--- src/rtl/multicycle_control_if.sv ---
// Control/status bundle between the multicycle control unit and its datapath.
// Latency: wires only, no storage.
// Backpressure: mem_ready from the memory side stalls the controller in its access states.
interface multicycle_control_if #(
    parameter int DATA_WIDTH = 32
);
    logic [DATA_WIDTH-1:0] instr;
    logic                  EQ;
    logic                  LT;
    logic                  LTU;
    logic                  mem_ready;
    logic                  PCWrite;
    logic                  AdrSrc;
    logic                  MemRead;
    logic                  MemWrite;
    logic                  IRWrite;
    logic [1:0]            ResultSrc;
    logic [1:0]            ALUSrcA;
    logic [1:0]            ALUSrcB;
    logic [3:0]            ALUctrl;
    logic [2:0]            ImmSrc;
    logic                  RegWrite;
    logic                  illegal;

    // Controller side: consumes IR/flags/ready, drives the datapath controls.
    modport master (
        input  instr, EQ, LT, LTU, mem_ready,
        output PCWrite, AdrSrc, MemRead, MemWrite, IRWrite, ResultSrc,
        output ALUSrcA, ALUSrcB, ALUctrl, ImmSrc, RegWrite, illegal
    );

    // Datapath side.
    modport slave (
        output instr, EQ, LT, LTU, mem_ready,
        input  PCWrite, AdrSrc, MemRead, MemWrite, IRWrite, ResultSrc,
        input  ALUSrcA, ALUSrcB, ALUctrl, ImmSrc, RegWrite, illegal
    );
endinterface

--- src/rtl/multicycle_control.sv ---
// RV32I multicycle control FSM: fetch/decode/execute/memory/writeback sequencing.
// Latency: 3 (branch), 4 (ALU/jump/store), 5 (load) cycles plus memory wait cycles.
// Backpressure: holds FETCH/MEMREAD/MEMWRITE with requests stable until mem_ready=1.
module multicycle_control (
    input  logic                 clk,
    input  logic                 rst,
    multicycle_control_if.master bus
);
    localparam logic [3:0] S_FETCH    = 4'd0;
    localparam logic [3:0] S_DECODE   = 4'd1;
    localparam logic [3:0] S_MEMADR   = 4'd2;
    localparam logic [3:0] S_MEMREAD  = 4'd3;
    localparam logic [3:0] S_MEMWB    = 4'd4;
    localparam logic [3:0] S_MEMWRITE = 4'd5;
    localparam logic [3:0] S_EXECR    = 4'd6;
    localparam logic [3:0] S_EXECI    = 4'd7;
    localparam logic [3:0] S_ALUWB    = 4'd8;
    localparam logic [3:0] S_BRANCH   = 4'd9;
    localparam logic [3:0] S_JAL      = 4'd10;
    localparam logic [3:0] S_JALR     = 4'd11;
    localparam logic [3:0] S_LUI      = 4'd12;
    localparam logic [3:0] S_AUIPC    = 4'd13;
    localparam logic [3:0] S_TRAP     = 4'd14;

    logic [3:0] r_state;
    logic [3:0] w_next;
    logic       r_illegal;
    logic [6:0] w_opcode;
    logic [2:0] w_funct3;
    logic       w_f7b5;
    logic       w_taken;
    logic [3:0] w_alu_op;

    assign w_opcode    = bus.instr[6:0];
    assign w_funct3    = bus.instr[14:12];
    assign w_f7b5      = bus.instr[30];
    assign bus.illegal = r_illegal;

    // State register and sticky illegal flag; illegal rises together with entry to TRAP.
    always_ff @(posedge clk) begin
        if (rst) begin
            r_state   <= S_FETCH;
            r_illegal <= 1'b0;
        end else begin
            r_state <= w_next;
            if (w_next == S_TRAP) r_illegal <= 1'b1;
        end
    end

    // Next-state selection: opcode dispatch in DECODE, memory-ready holds, branch funct3 check.
    always_comb begin
        w_next = r_state;
        case (r_state)
            S_FETCH:    w_next = bus.mem_ready ? S_DECODE : S_FETCH;
            S_DECODE: begin
                case (w_opcode)
                    7'b0000011, 7'b0100011: w_next = S_MEMADR;
                    7'b0110011:             w_next = S_EXECR;
                    7'b0010011:             w_next = S_EXECI;
                    7'b1100011:             w_next = S_BRANCH;
                    7'b1101111:             w_next = S_JAL;
                    7'b1100111:             w_next = S_JALR;
                    7'b0110111:             w_next = S_LUI;
                    7'b0010111:             w_next = S_AUIPC;
                    7'b1110011:             w_next = S_FETCH;
                    default:                w_next = S_TRAP;
                endcase
            end
            S_MEMADR:   w_next = bus.instr[5] ? S_MEMWRITE : S_MEMREAD;
            S_MEMREAD:  w_next = bus.mem_ready ? S_MEMWB : S_MEMREAD;
            S_MEMWB:    w_next = S_FETCH;
            S_MEMWRITE: w_next = bus.mem_ready ? S_FETCH : S_MEMWRITE;
            S_EXECR, S_EXECI, S_JAL, S_JALR, S_LUI, S_AUIPC:
                        w_next = S_ALUWB;
            S_ALUWB:    w_next = S_FETCH;
            S_BRANCH:   w_next = (w_funct3[2:1] == 2'b01) ? S_TRAP : S_FETCH;
            S_TRAP:     w_next = S_TRAP;
            default:    w_next = S_FETCH;
        endcase
    end

    // ALU operation from funct3/funct7; immediates only honour funct7[5] for the right shift.
    always_comb begin
        w_alu_op = 4'b0000;
        case (w_funct3)
            3'b000:  w_alu_op = (w_f7b5 && r_state == S_EXECR) ? 4'b0001 : 4'b0000;
            3'b001:  w_alu_op = 4'b0111;
            3'b010:  w_alu_op = 4'b0101;
            3'b011:  w_alu_op = 4'b0110;
            3'b100:  w_alu_op = 4'b0100;
            3'b101:  w_alu_op = w_f7b5 ? 4'b1010 : 4'b1001;
            3'b110:  w_alu_op = 4'b0011;
            default: w_alu_op = 4'b0010;
        endcase
    end

    // Branch condition from the compare flags.
    always_comb begin
        w_taken = 1'b0;
        case (w_funct3)
            3'b000:  w_taken = bus.EQ;
            3'b001:  w_taken = !bus.EQ;
            3'b100:  w_taken = bus.LT;
            3'b101:  w_taken = !bus.LT;
            3'b110:  w_taken = bus.LTU;
            3'b111:  w_taken = !bus.LTU;
            default: w_taken = 1'b0;
        endcase
    end

    // Moore control outputs per state; every write/request enable is forced low while rst is high.
    always_comb begin
        bus.PCWrite   = 1'b0;
        bus.AdrSrc    = 1'b0;
        bus.MemRead   = 1'b0;
        bus.MemWrite  = 1'b0;
        bus.IRWrite   = 1'b0;
        bus.ResultSrc = 2'b00;
        bus.ALUSrcA   = 2'b00;
        bus.ALUSrcB   = 2'b00;
        bus.ALUctrl   = 4'b0000;
        bus.ImmSrc    = 3'b000;
        bus.RegWrite  = 1'b0;
        case (r_state)
            S_FETCH: begin
                bus.MemRead   = 1'b1;
                bus.ALUSrcB   = 2'b10;
                bus.ResultSrc = 2'b10;
                bus.IRWrite   = bus.mem_ready;
                bus.PCWrite   = bus.mem_ready;
            end
            S_DECODE: begin
                bus.ALUSrcA = 2'b01;
                bus.ALUSrcB = 2'b01;
                bus.ImmSrc  = 3'b010;
            end
            S_MEMADR: begin
                bus.ALUSrcA = 2'b10;
                bus.ALUSrcB = 2'b01;
                bus.ImmSrc  = bus.instr[5] ? 3'b001 : 3'b000;
            end
            S_MEMREAD: begin
                bus.AdrSrc  = 1'b1;
                bus.MemRead = 1'b1;
            end
            S_MEMWB: begin
                bus.ResultSrc = 2'b01;
                bus.RegWrite  = 1'b1;
            end
            S_MEMWRITE: begin
                bus.AdrSrc   = 1'b1;
                bus.MemWrite = 1'b1;
            end
            S_EXECR: begin
                bus.ALUSrcA = 2'b10;
                bus.ALUctrl = w_alu_op;
            end
            S_EXECI: begin
                bus.ALUSrcA = 2'b10;
                bus.ALUSrcB = 2'b01;
                bus.ALUctrl = w_alu_op;
            end
            S_ALUWB: bus.RegWrite = 1'b1;
            S_BRANCH: begin
                bus.ALUSrcA = 2'b10;
                bus.ALUctrl = 4'b0001;
                bus.PCWrite = w_taken;
            end
            S_JAL: begin
                bus.ALUSrcA = 2'b01;
                bus.ALUSrcB = 2'b10;
                bus.ImmSrc  = 3'b100;
                bus.PCWrite = 1'b1;
            end
            S_JALR: begin
                bus.ALUSrcA   = 2'b10;
                bus.ALUSrcB   = 2'b01;
                bus.ResultSrc = 2'b10;
                bus.PCWrite   = 1'b1;
            end
            S_LUI: begin
                bus.ALUSrcB = 2'b01;
                bus.ImmSrc  = 3'b011;
                bus.ALUctrl = 4'b1000;
            end
            S_AUIPC: begin
                bus.ALUSrcA = 2'b01;
                bus.ALUSrcB = 2'b01;
                bus.ImmSrc  = 3'b011;
            end
            default: ;
        endcase
        if (rst) begin
            bus.PCWrite  = 1'b0;
            bus.IRWrite  = 1'b0;
            bus.MemRead  = 1'b0;
            bus.MemWrite = 1'b0;
            bus.RegWrite = 1'b0;
        end
    end
endmodule

--- src/flat_wrapper.sv ---
// flat-port wrapper written by rule: the top's interface ports become plain ports
module multicycle_control_flat 
  (clk, rst, bus_instr, bus_EQ, bus_LT, bus_LTU, bus_mem_ready, bus_PCWrite, bus_AdrSrc, bus_MemRead, bus_MemWrite, bus_IRWrite, bus_ResultSrc, bus_ALUSrcA, bus_ALUSrcB, bus_ALUctrl, bus_ImmSrc, bus_RegWrite, bus_illegal);
  multicycle_control_if #(.DATA_WIDTH(32)) bus_i ();
  input  logic clk;
  input  logic rst;
  input wire logic [$bits(bus_i.instr)-1:0] bus_instr;
  input wire logic [$bits(bus_i.EQ)-1:0] bus_EQ;
  input wire logic [$bits(bus_i.LT)-1:0] bus_LT;
  input wire logic [$bits(bus_i.LTU)-1:0] bus_LTU;
  input wire logic [$bits(bus_i.mem_ready)-1:0] bus_mem_ready;
  output wire logic [$bits(bus_i.PCWrite)-1:0] bus_PCWrite;
  output wire logic [$bits(bus_i.AdrSrc)-1:0] bus_AdrSrc;
  output wire logic [$bits(bus_i.MemRead)-1:0] bus_MemRead;
  output wire logic [$bits(bus_i.MemWrite)-1:0] bus_MemWrite;
  output wire logic [$bits(bus_i.IRWrite)-1:0] bus_IRWrite;
  output wire logic [$bits(bus_i.ResultSrc)-1:0] bus_ResultSrc;
  output wire logic [$bits(bus_i.ALUSrcA)-1:0] bus_ALUSrcA;
  output wire logic [$bits(bus_i.ALUSrcB)-1:0] bus_ALUSrcB;
  output wire logic [$bits(bus_i.ALUctrl)-1:0] bus_ALUctrl;
  output wire logic [$bits(bus_i.ImmSrc)-1:0] bus_ImmSrc;
  output wire logic [$bits(bus_i.RegWrite)-1:0] bus_RegWrite;
  output wire logic [$bits(bus_i.illegal)-1:0] bus_illegal;
  assign bus_i.instr = bus_instr;
  assign bus_i.EQ = bus_EQ;
  assign bus_i.LT = bus_LT;
  assign bus_i.LTU = bus_LTU;
  assign bus_i.mem_ready = bus_mem_ready;
  assign bus_PCWrite = bus_i.PCWrite;
  assign bus_AdrSrc = bus_i.AdrSrc;
  assign bus_MemRead = bus_i.MemRead;
  assign bus_MemWrite = bus_i.MemWrite;
  assign bus_IRWrite = bus_i.IRWrite;
  assign bus_ResultSrc = bus_i.ResultSrc;
  assign bus_ALUSrcA = bus_i.ALUSrcA;
  assign bus_ALUSrcB = bus_i.ALUSrcB;
  assign bus_ALUctrl = bus_i.ALUctrl;
  assign bus_ImmSrc = bus_i.ImmSrc;
  assign bus_RegWrite = bus_i.RegWrite;
  assign bus_illegal = bus_i.illegal;
  multicycle_control u_core (.clk(clk), .rst(rst), .bus(bus_i));
endmodule
--- config.mk ---
export PLATFORM = sky130hd
export DESIGN_NAME = multicycle_control_flat
export DESIGN_NICKNAME = d
export VERILOG_FILES = /design/src/rtl/multicycle_control_if.sv /design/src/rtl/multicycle_control.sv /design/src/flat_wrapper.sv
export SDC_FILE = /design/constraint.sdc
export NUM_CORES = 1
export LEC_CHECK = 0
export BUFFER_PORTS_ARGS = -buffer_cell sky130_fd_sc_hd__buf_2
export CAP_MARGIN = 20
export CELL_PAD_IN_SITES_DETAIL_PLACEMENT = 0
export CELL_PAD_IN_SITES_GLOBAL_PLACEMENT = 2
export CORE_MARGIN = 2
export CORE_UTILIZATION = 19
export DETAILED_ROUTE_END_ITERATION = 10
export HOLD_SLACK_MARGIN = 0.02
export PLACE_DENSITY_LB_ADDON = 0.1
export SLEW_MARGIN = 20
export SYNTH_ARGS = -nofsm -noshare
export SYNTH_HDL_FRONTEND = slang
export SYNTH_SLANG_ARGS = --single-unit
--- constraint.sdc ---
create_clock -name clk -period 1.9 [get_ports clk]
set_clock_uncertainty 0.2 [all_clocks]
set_input_delay 0.095 -clock clk [delete_from_list [all_inputs] [get_ports clk]]
set_output_delay 0.095 -clock clk [all_outputs]
set_load 0.01 [all_outputs]
Word-level counts from Yosys, hierarchy flattened
Cells that the tools add are included.
- register bits: 5
- input bits: 38
- output and inout bits: 20
- word-level logic and storage cells: 82
- equal/unequal tests: 33
- muxes and demuxes: 28
- reduce and logical (&&, ||, !) cells: 19
- operators with widths (operator ; count):
    $pmux W4 S9 ; 1
    $eq A4 B4 Y1 const B ; 8
    $pmux W4 S8 ; 1
    $eq A7 B7 Y1 const B ; 4
    $pmux W4 S7 ; 1
    $eq A7 B6 Y1 const B ; 3
    $reduce_or A2 Y1 ; 9
    $eq A4 B3 Y1 const B ; 4
    $eq A7 B5 Y1 const B ; 2
    $mux W1 ; 13
    $eq A3 B3 Y1 const B ; 4
    $pmux W2 S2 ; 3
    $pmux W3 S4 ; 1
    $pmux W4 S3 ; 1
    $reduce_or A6 Y1 ; 2
    $mux W3 ; 3
    $eq A4 B2 Y1 const B ; 2
    $eq A7 B2 Y1 const B ; 1
    $eq A3 B2 Y1 const B ; 2
    $pmux W1 S6 ; 1
    $reduce_or A5 Y1 ; 1
    $eq A4 B1 Y1 const B ; 1
    $logic_not A4 Y1 ; 1
    $mux W4 ; 1
    8 further kinds ; 10

Longest topological paths before layout
Gate-level depths: netlist of run 1.
- depth after elaboration: 5
- gate-level depth with buffers: 6
- gate-level depth less buffers: 5

Worst setup path before layout of run 1
OpenSTA, ideal clock, no wires.
- path type: flip-flop to output port
- start point: reg u_core.r_state[3]
- end point: out bus_ALUSrcA[0]
- arrival: 1.421 ns
- required time: 1.605 ns
- setup slack: 0.184 ns
- cell stages (with the launch flop): 5
- path buffers: 2
- path through: dfxtp_1 > buf_2 > buf_1 > mux2_2 > o22ai_1
- longest elaborated chain between the ends: 3
- elaborated cells on any way between the ends: 11
- those cells by class: eq/ne: 8; mux: 1; reduce/logical: 2
- ends and longest elaborated chain (what ; RTL line ; text):
    from (decl) ; multicycle_control.sv:25 ; logic [3:0] r_state;
    from (signal assigned) ; multicycle_control.sv:45 ; r_state <= w_next;
    $eq A4 B4 Y1 (tied with other cells) ; multicycle_control.sv:124 ; case (r_state)
    $reduce_or A5 Y1 (no source line) or $reduce_or A3 Y1 (tied branches) ; - ;
    $pmux W2 S2 (*) ; multicycle_control.sv:124 ;
    to (decl) ; flat_wrapper.sv:18 ; output wire logic [$bits(bus_i.ALUSrcA)-1:0] bus_ALUSrcA;
Every way passes the cells marked *; elsewhere a longest branch is shown, timed or not.

Worst setup path after layout of run 1
- start point: reg u_core.r_state[3]
- end point: out bus_RegWrite
- longest elaborated chain between the ends: 4
- elaborated cells on any way between the ends: 5
- those cells by class: eq/ne: 2; mux: 2; reduce/logical: 1
- ends and longest elaborated chain (what ; RTL line ; text):
    $eq A4 B3 Y1 or $eq A4 B4 Y1 (tied branches) ; multicycle_control.sv:124 ;
    $reduce_or A2 Y1 (no source line) (*) ; - ;
    $mux W1 (*) ; multicycle_control.sv:124 ;
    $mux W1 (*) ; multicycle_control.sv:193 ; if (rst) begin
    to (decl) ; flat_wrapper.sv:22 ; output wire logic [$bits(bus_i.RegWrite)-1:0] bus_RegWrite;
Marks and branches as above.

==> results of run 1 <==
## state kept, by name (all words and copies together) (netlist names)
register,cells
u_core.r_state,4
u_core.bus.illegal,1
## metal layers
layer | up-vias | GRT usage
li1 | 552 | -
met1 | 469 | 0.154
met2 | 21 | 0.208
met3 | 2 | 0.0247
met4 | 0 | 0.0192
met5 | - | 0
## worst min path at each step
stage / endpoint / slack, ns / cells past startpoint
after floorplan: bus_MemWrite / 0.04 / 1
after global placement: u_core.bus.illegal$_SDFFE_PP0N_ / 0.23 / 2
after detailed placement: u_core.bus.illegal$_SDFFE_PP0N_ / 0.25 / 2
after CTS: u_core.bus.illegal$_SDFFE_PP0N_ / 0.13 / 4
after global routing: u_core.bus.illegal$_SDFFE_PP0N_ / 0.17 / 4
final: u_core.bus.illegal$_SDFFE_PP0N_ / 0.13 / 4
## stage by stage
stage	setup WS, ns	hold WS, ns	utilization
after floorplan	0.184	0.0444	-
final	0.0879	0.126	0.308
after global routing	-0.0346	0.168	0.308
after global placement	-0.0235	0.233	0.282
after detailed placement	-0.00806	0.251	0.282
after CTS	0.0112	0.126	0.297
## cell type report
class | count | area (um2)
multi-input cells | 103 | 699
inverters | 6 | 22.5
well taps | 50 | 62.6
clock buffers | 4 | 45.0
repair buffers | 54 | 323
flip-flops and latches | 5 | 108
fillers | 478 | 2830
## synth_stat cells (2+ instances only)
| cell | instances | area, um2 |
|---|---|---|
| o31ai_1 | 2 | 15.0 |
| a21oi_1 | 11 | 55.1 |
| xor2_1 | 2 | 17.5 |
| xnor2_1 | 5 | 43.8 |
| nand2_1 | 15 | 56.3 |
| nand3b_1 | 3 | 22.5 |
| o22ai_1 | 3 | 18.8 |
| nor2b_1 | 2 | 12.5 |
| or3_1 | 3 | 18.8 |
| nor3_1 | 6 | 30.0 |
| mux2i_1 | 3 | 30.0 |
| and3b_1 | 2 | 17.5 |
| buf_2 | 5 | 25.0 |
| dfxtp_1 | 5 | 100 |
| nand2b_1 | 5 | 31.3 |
| nor2_1 | 11 | 41.3 |
| nand3_1 | 2 | 10.0 |
| o21ai_0 | 5 | 25.0 |
| nand4b_1 | 2 | 17.5 |
| o32ai_1 | 2 | 17.5 |
| inv_1 | 6 | 22.5 |
| clkbuf_1 | 3 | 11.3 |
## worst max-delay path, delay by kind of cell (launching register included)
kind                   cells  cell delay [ns]
buffers and inverters      2             0.37
and+or+nand+nor            1             0.22
DFF                        1             0.36
AOI/OAI and AO/OA          1             0.34
## power by group
part           internal, uW  total (uW)  switching, uW
clock network           144         197           53.3
registers               149         218           68.6
logic                   586        1210            626
total                   879        1630            747
## kinds of logic after synthesis
kind of cell,share of synthesized area
multiplexers,0.0502
flip-flops,0.122
AO/OA/AOI/OAI,0.288
buffers and inverters,0.0761
AND/OR/NAND/NOR,0.390
XOR/XNOR,0.0746
## repair_timing
item / CTS / global route
endpoints found under the hold margin: 0 / 0
endpoints found under the setup margin: 3 / 8
hold buffers: 0 / 0
gates resized for setup: 5 / 12
buffers inserted: 0 / 1
==> metrics.txt, run 1 <==
initial antenna violation count 0; worst setup path startpoint u_core.r_state[3]$_SDFF_PP0_; number of synthesized register bits 5; RSZ-0062 raised after global routing true; pin count of the biggest net entering global routing 15; Cell Area, Placed 1150 um2; hold_sp rst; fin cells 222; GRT overflow 0; fin crit share 0.954; vias per cell 4.70; cell area after layout 1260 um2; root buf cell clkbuf_8; Clock Latency Late Sink 0.22 ns; DRC Markers 0; htree depth 1; CP max stage delay 0.36 ns; Crit. End Element output pin; Reg clk slew, reported paths 0.04 ns; DP Wirelength 2.32 mm; die width 69.8 um; first-pass iteration count of the detailed router 3; I/O pin count 58; clk sink count 5; Syn Inst Count 123; PD cells 1290 nW/um2; core area 4090 um2; synth warn 0; Cells after DPL 217; number of global-route vias before repair 1028; gpl congestion 0.733; CTS Buffer Depth 2; highest routed metal layer met4; Reg-to-Reg End u_core.bus.illegal$_SDFFE_PP0N_; CP Max Fanout 14; R2R depth 5; diode count 0; commonest non-fill, non-tap cell in the layout buf_2; Starting Density 0.201; ys flop type dfxtp_1; layout cells sized above 1 0.413; setup_tns 0 ns; final hold violations 0; min Tclk post-route 1.81 ns; slowest CP cell dfxtp_2; Max Clk Rate 552 MHz; Port Buffers 36; DR WL met3 122 um; FF-to-FF setup slack 0.11 ns; syn avg cell area 6.68 um2; gr usage total 0.120; DRT iter0 DRCs 55; most frequent cells in the layout buf_2, buf_4, nand2_1; routed wire length on met2 1.39 mm; routed wire length 2.82 mm; P_leak 0.000567 uW; synthesized area 822 um2; Post-synth EDFFs 0; critical path arrival 1.52 ns; P&R area growth vs syn 53.3%; crit path cell chain buf_4, nand2b_2, a2111oi_4, buf_2; syn nets 161; max cap viols 0; Critical R2R Launch u_core.r_state[2]$_SDFF_PP0_; CP Capture Point bus_RegWrite; Die Area 4870 um2; CP required 1.60 ns; post-synthesis sequential area ratio 0.122; row cnt 23; VDD IR-drop max 0.403 mV; TritonCTS buffer count 3; Routed WL per cell 12.7 um; status completed; Setup CP Type register to output pin; DR vias 1044; CTS tree built; ys async rst share 0; wire length on met1 1.29 mm; Setup-failing EPs final 0; Die Height 69.8 um; first-pass GRT wire length 4.90 mm; Detail Route Antenna Nets 0; max-slew violation count 0; total power 1630 uW; Slew HR 0.702; crit path launch type register; Distinct cells, synth 42; Slew @ Worst Pin 0.441 ns; Hold Crit Class input port to register; Final nets 211
Note: power is estimated with default switching activity, not from simulation.
==> run 2, diff against run 1 <==
--- a/config.mk
+++ b/config.mk
@@ -7,8 +7,7 @@
 export LEC_CHECK = 0
+export ABC_AREA = 1
 export BUFFER_PORTS_ARGS = -buffer_cell sky130_fd_sc_hd__buf_2
 export CAP_MARGIN = 20
-export CELL_PAD_IN_SITES_DETAIL_PLACEMENT = 0
-export CELL_PAD_IN_SITES_GLOBAL_PLACEMENT = 2
 export CORE_MARGIN = 2
-export CORE_UTILIZATION = 19
+export CORE_UTILIZATION = 41
 export DETAILED_ROUTE_END_ITERATION = 10
--- a/constraint.sdc
+++ b/constraint.sdc
@@ -4,2 +4,2 @@
 set_output_delay 0.095 -clock clk [all_outputs]
-set_load 0.01 [all_outputs]
+set_load 0.1 [all_outputs]
==> run 2 against run 1 <==
  * Die area decreased by 51%
  * Non-clock buffer count decreased by 15
  * Hold slack got worse by 0.10 ns
  * Critical path depth increased by 5
  * Area after synthesis increased by 0.76%
  * Largest cell class unchanged
==> metrics.txt, run 2 <==
Pint 660 uW; area fraction of the dominant cell type after synthesis 0.204; setup_tns 0 ns; gr usage total 0.218; Routed WL per cell 10.9 um; fin cells 229; max-slew violation count 0; post-synthesis sequential area ratio 0.121; Die Area 2400 um2; TritonCTS buffer count 3; fillcell total 173; hold path depth 2; core area 1940 um2; Distinct cells, synth 25; synthesized area 828 um2; most frequent cells in the layout nand2_1, buf_2, nor2_1; Hold EP u_core.r_state[0]$_SDFF_PP0_; DR vias 1171; synth warn 0; Die Height 48.9 um; Psw 1070 uW; clock power share 0.071; htree depth 1; most common cell in the synthesized netlist nand2_1; Hold Crit Class input port to register; hold_sp rst; P&R area growth vs syn 69.3%; row cnt 16; leading cell types by count after synthesis nand2_1, nor2_1, inv_1; DP Wirelength 2.12 mm; Comb power frac 0.834; Reg clk slew, reported paths 0.04 ns; Reg-to-Reg End u_core.bus.illegal$_SDFFE_PP0N_; max cap viols 0; sequential standard cell area 110 um2; CP required 1.60 ns; DRT iter0 DRCs 37; Largest Register u_core.r_state; root buf cell clkbuf_4; crit path launch type register; gpl congestion 0.897; vias per cell 5.11; ys flop type dfxtp_1; CTS tree built; GRT overflow 0; final hold violations 0; die width 48.9 um; pin count of the biggest net entering global routing 11; first-pass GRT wire length 4.31 mm; Cells after DPL 224; critical path arrival 1.54 ns; Detail Route Antenna Nets 0; max FFs per register 4; R2R depth 10; CTS Buffer Depth 2; clk sink count 5; Post-synth EDFFs 0; sequential power share 0.096; syn avg cell area 5.14 um2; Max Clk Rate 545 MHz; CP Max Fanout 3; Slew HR 0.678; number of synthesized register bits 5; P_leak 0.000679 uW; Hold-fix buffers, CTS 0; Starting Density 0.427; VDD IR-drop max 1.16 mV; Yosys top cell by area nand2_1; first-pass iteration count of the detailed router 4; Port Buffers 36; FF-to-FF setup slack 0.17 ns; Clock Latency Late Sink 0.24 ns; number of global-route vias before repair 1104; Syn Inst Count 161; Slew @ Worst Pin 0.486 ns; PD cells 1230 nW/um2; min Tclk post-route 1.83 ns; commonest non-fill, non-tap cell in the layout nand2_1; multi-input logic area 722 um2; Setup CP Type register to output pin; fin crit share 0.965; layout cells sized above 1 0.416; I/O pin count 58; diode count 0; Final nets 241; ys async rst share 0; RSZ-0062 raised after global routing false; DRC Markers 0; Critical R2R Launch u_core.r_state[1]$_SDFF_PP0_; status completed; switching share of power 0.618; Crit. End Element output pin; syn nets 199; routed wire length 2.50 mm; Setup-failing EPs final 0; largest cells by area after synthesis nand2_1, nor2_1, dfxtp_1; initial antenna violation count 0
[run 2: cell types whose count changed in the layout (fill, tap and decap cells not counted), moves of 6 or more]
cell,before,now
nor2_4,0,6
inv_1,5,20
buf_12,0,14
nand2_2,0,7
nand3_1,2,11
buf_2,36,22
nor2_2,1,8
nand2_1,15,41
nor2_1,10,21
buf_4,16,3
[run 2: cells by family after synthesis]
| family | synth area share |
|---|---|
| buf+inv | 0.128 |
| simple gates | 0.568 |
| flops | 0.121 |
| compound gates | 0.183 |
[run 2: what timing repair did]
action / CTS / global route
pin swaps: 0 / 1
buffers inserted: 0 / 1
endpoints found under the setup margin: 1 / 7
resized for setup: 1 / 4
[run 2: worst max path at each step]
stage          slack (ns)  cells past startpoint                          from                              end
6_report             0.07                      9  u_core.r_state[3]$_SDFF_PP0_                   bus_ALUctrl[0]
5_1_grt             0.003                      9  u_core.r_state[3]$_SDFF_PP0_                   bus_ALUctrl[0]
4_1_cts              0.02                      6  u_core.r_state[2]$_SDFF_PP0_                      bus_MemRead
3_5_place_dp         0.11                     10  u_core.r_state[1]$_SDFF_PP0_  u_core.bus.illegal$_SDFFE_PP0N_
3_3_place_gp         0.19                     10  u_core.r_state[1]$_SDFF_PP0_  u_core.bus.illegal$_SDFFE_PP0N_
2_1_floorplan       -0.47                      6  u_core.r_state[3]$_SDFF_PP0_                   bus_ALUSrcA[0]
[run 2: worst max-delay path: stages, from the launching register on]
cell and delay (ns):
dfxtp_2 0.37, inv_2 0.07, nand2_2 0.09, nor2_2 0.04, nand2_1 0.08, nor2_1 0.05
a221o_1 0.29, nand2_1 0.07, nand2_2 0.06, buf_12 0.16
[run 2: metrics by stage]
step	setup WS (ns)	cell area, um2	hold WS, ns	power (uW)	utilization
detailed placement	0.112	1360	0.266	1590	0.699
floorplan	-0.467	933	0.170	1150	-
global route	0.00295	1400	0.0459	1810	0.722
CTS	0.0154	1390	0.0248	1720	0.713
finish	0.0656	1400	0.0263	1730	0.722
global placement	0.185	1360	0.253	1570	0.699
[run 2: power by group through the flow]
stage                     logic [uW]  registers [uW]  clock network (uW)
after detailed placement        1430             163                   0
after floorplan                  995             153                   0
after global routing            1510             169                 135
after CTS                       1430             162                 123
final                           1440             165                 122
after global placement          1410             161                   0
[run 2: layout make-up]
cell class	count	area share
multi-input cells	128	0.515
repair buffers	39	0.294
inverters	26	0.0696
flip-flops and latches	5	0.0785
well taps	27	0.0241
clock buffers	4	0.0187
[run 2: per-layer routing]
metal / GRT usage / wire [um] / up-vias
met1: 0.246 / 1030 / 526
met4: 0.0667 / 10 / 0
met5: 0 / 0 / -
met3: 0.0337 / 147 / 2
li1: - / - / 601
met2: 0.413 / 1310 / 42
==> run 3, diff against run 2 <==
Settings changed: BUFFER_PORTS_ARGS -buffer_cell sky130_fd_sc_hd__buf_2 to not set, CORE_UTILIZATION 41 to 49, DONT_BUFFER_PORTS set to 1.
==> run 3 against run 2 <==
  * The run now ends with negative setup slack left
  * Worst setup slack worse by 0.088 ns
  * Die area is 15% lower
  * Sequential power hardly changed
  * Register-to-register slack hardly changed
  * Count of clock-buffer cells in the layout stayed put
  * Critical path type unchanged
  * Highest routed layer unchanged
==> metrics.txt, run 3 (synthesis results as in run 2) <==
status complete, but fails checks; failing checks negative setup slack; routed wire length on met2 1.49 mm; I/O pin count 58; root buf cell clkbuf_4; gpl congestion 0.894; Hold EP u_core.r_state[2]$_SDFF_PP0_; max cap viols 0; most frequent cells in the layout nand2_1, nor2_1, inv_1; VDD IR-drop max 0.824 mV; DRC Markers 0; Slew @ Worst Pin 0.416 ns; gr usage total 0.317; Port Buffers 0; PD cells 1280 nW/um2; Clock Latency Late Sink 0.25 ns; crit path cell chain nor2_4, inv_2, nor2_2, inv_1, a21oi_4, buf_12; CP max stage delay 0.37 ns; DRT iter0 DRCs 46; max FFs per register 4; max-slew violation count 0; multi-input logic area 732 um2; crit path launch type register; hold path depth 6; Cell Area, Placed 1240 um2; Max Clk Rate 520 MHz; clk sink count 5; Setup-failing EPs final 4; first-pass iteration count of the detailed router 6; P_leak 0.000625 uW; DR WL met3 247 um; GRT overflow 0; highest routed metal layer met4; P&R area growth vs syn 62.2%; Hold Crit Class input port to register; hold_sp bus_instr[4]; fillcell total 81; CTS Buffer Depth 2; R2R depth 10; first-pass GRT wire length 4.80 mm; DP Wirelength 2.28 mm; TritonCTS buffer count 3; critical path arrival 1.63 ns; fin worst setup slack -0.0226 ns; diode count 0; Detail Route Antenna Nets 0; WP buf/inv 3; htree depth 1; commonest non-fill, non-tap cell in the layout nand2_1; Crit. End Element output pin; DR vias 1228; CP Max Fanout 5; fin crit share 1.01; Die Height 45.1 um; initial antenna violation count 0; slowest CP cell dfxtp_2; final hold violations 0; core area 1540 um2; Routed WL per cell 14.3 um; Die Area 2040 um2; pin count of the biggest net entering global routing 9; Critical R2R Launch u_core.r_state[2]$_SDFF_PP0_; number of global-route vias before repair 1230; CP required 1.60 ns; row cnt 14; Starting Density 0.537; routed wire length 2.95 mm; Largest Register u_core.r_state; Reg-to-Reg End u_core.bus.illegal$_SDFFE_PP0N_; CTS tree built; RSZ-0062 raised after global routing true; min Tclk post-route 1.92 ns; wire length on met1 1.07 mm; sequential standard cell area 108 um2; die width 45.1 um; Util after Layout 0.872; Reg clk slew, reported paths 0.04 ns; FF-to-FF setup slack 0.16 ns; cell area after layout 1340 um2; Slew HR 0.719; Final nets 229; Setup CP Type register to output pin; CP delay by family, top buffers and inverters; layout cells sized above 1 0.368; vias per cell 5.96
## run 3: routing by layer
layer / up-vias / GRT usage
met5: - / 0
met4: 0 / 0.218
met3: 23 / 0.0280
met2: 81 / 0.571
met1: 546 / 0.344
li1: 578 / -
## run 3: repair_timing
action,CTS,global route
hold buffers,3,0
gates resized for setup,3,5
endpoints found under the setup margin,2,7
setup buffers,0,3
endpoints found under the hold margin,5,0
pin swaps,0,1
## run 3: worst max-delay path by stage
stage | startpoint | end | slack [ns] | cells past startpoint
2_1_floorplan | u_core.r_state[3]$_SDFF_PP0_ | bus_ALUSrcA[0] | -0.47 | 6
3_3_place_gp | u_core.r_state[1]$_SDFF_PP0_ | bus_ALUctrl[0] | 0.14 | 8
3_5_place_dp | u_core.r_state[1]$_SDFF_PP0_ | bus_ALUctrl[0] | 0.12 | 8
4_1_cts | u_core.r_state[2]$_SDFF_PP0_ | bus_ALUctrl[0] | 0.002 | 8
5_1_grt | u_core.r_state[2]$_SDFF_PP0_ | bus_MemRead | -0.07 | 6
6_report | u_core.r_state[2]$_SDFF_PP0_ | bus_MemRead | -0.02 | 6
## run 3: per-stage QoR
| stage | power (uW) | TNS [ns] | hold WS [ns] | setup slack, ns | instances |
|---|---|---|---|---|---|
| floorplan | 1150 | -0.467 | 0.170 | -0.467 | 161 |
| global placement | 1470 | 0 | -0.0416 | 0.142 | 196 |
| detailed placement | 1490 | 0 | -0.0394 | 0.117 | 196 |
| CTS | 1640 | 0 | 0.0232 | 0.00248 | 203 |
| global route | 1780 | -0.250 | 0.0605 | -0.0746 | 206 |
| finish | 1720 | -0.0553 | 0.0239 | -0.0226 | 206 |
## run 3: layout make-up
cell class / instances / area share
Inverter: 26 / 0.0726
Sequential cell: 5 / 0.0801
Tap cell: 16 / 0.0149
Clock buffer: 4 / 0.0196
Timing Repair Buffer: 27 / 0.268
Multi-Input combinational cell: 128 / 0.545
## run 3: power breakdown
group	switching, uW	leakage, uW	internal (uW)
Sequential	37.1	0.0000428	130
Clock	46.4	0.0000150	79.6
Combinational	1010	0.000567	417
Total	1090	0.000625	626
## run 3: tightest hold or removal path, cell delays in order
cell and delay, ns:
nand2_2 0.07, a21oi_1 0.04, inv_1 0.04, nand2_1 0.05, nand2_1 0.07, a21oi_1 0.06
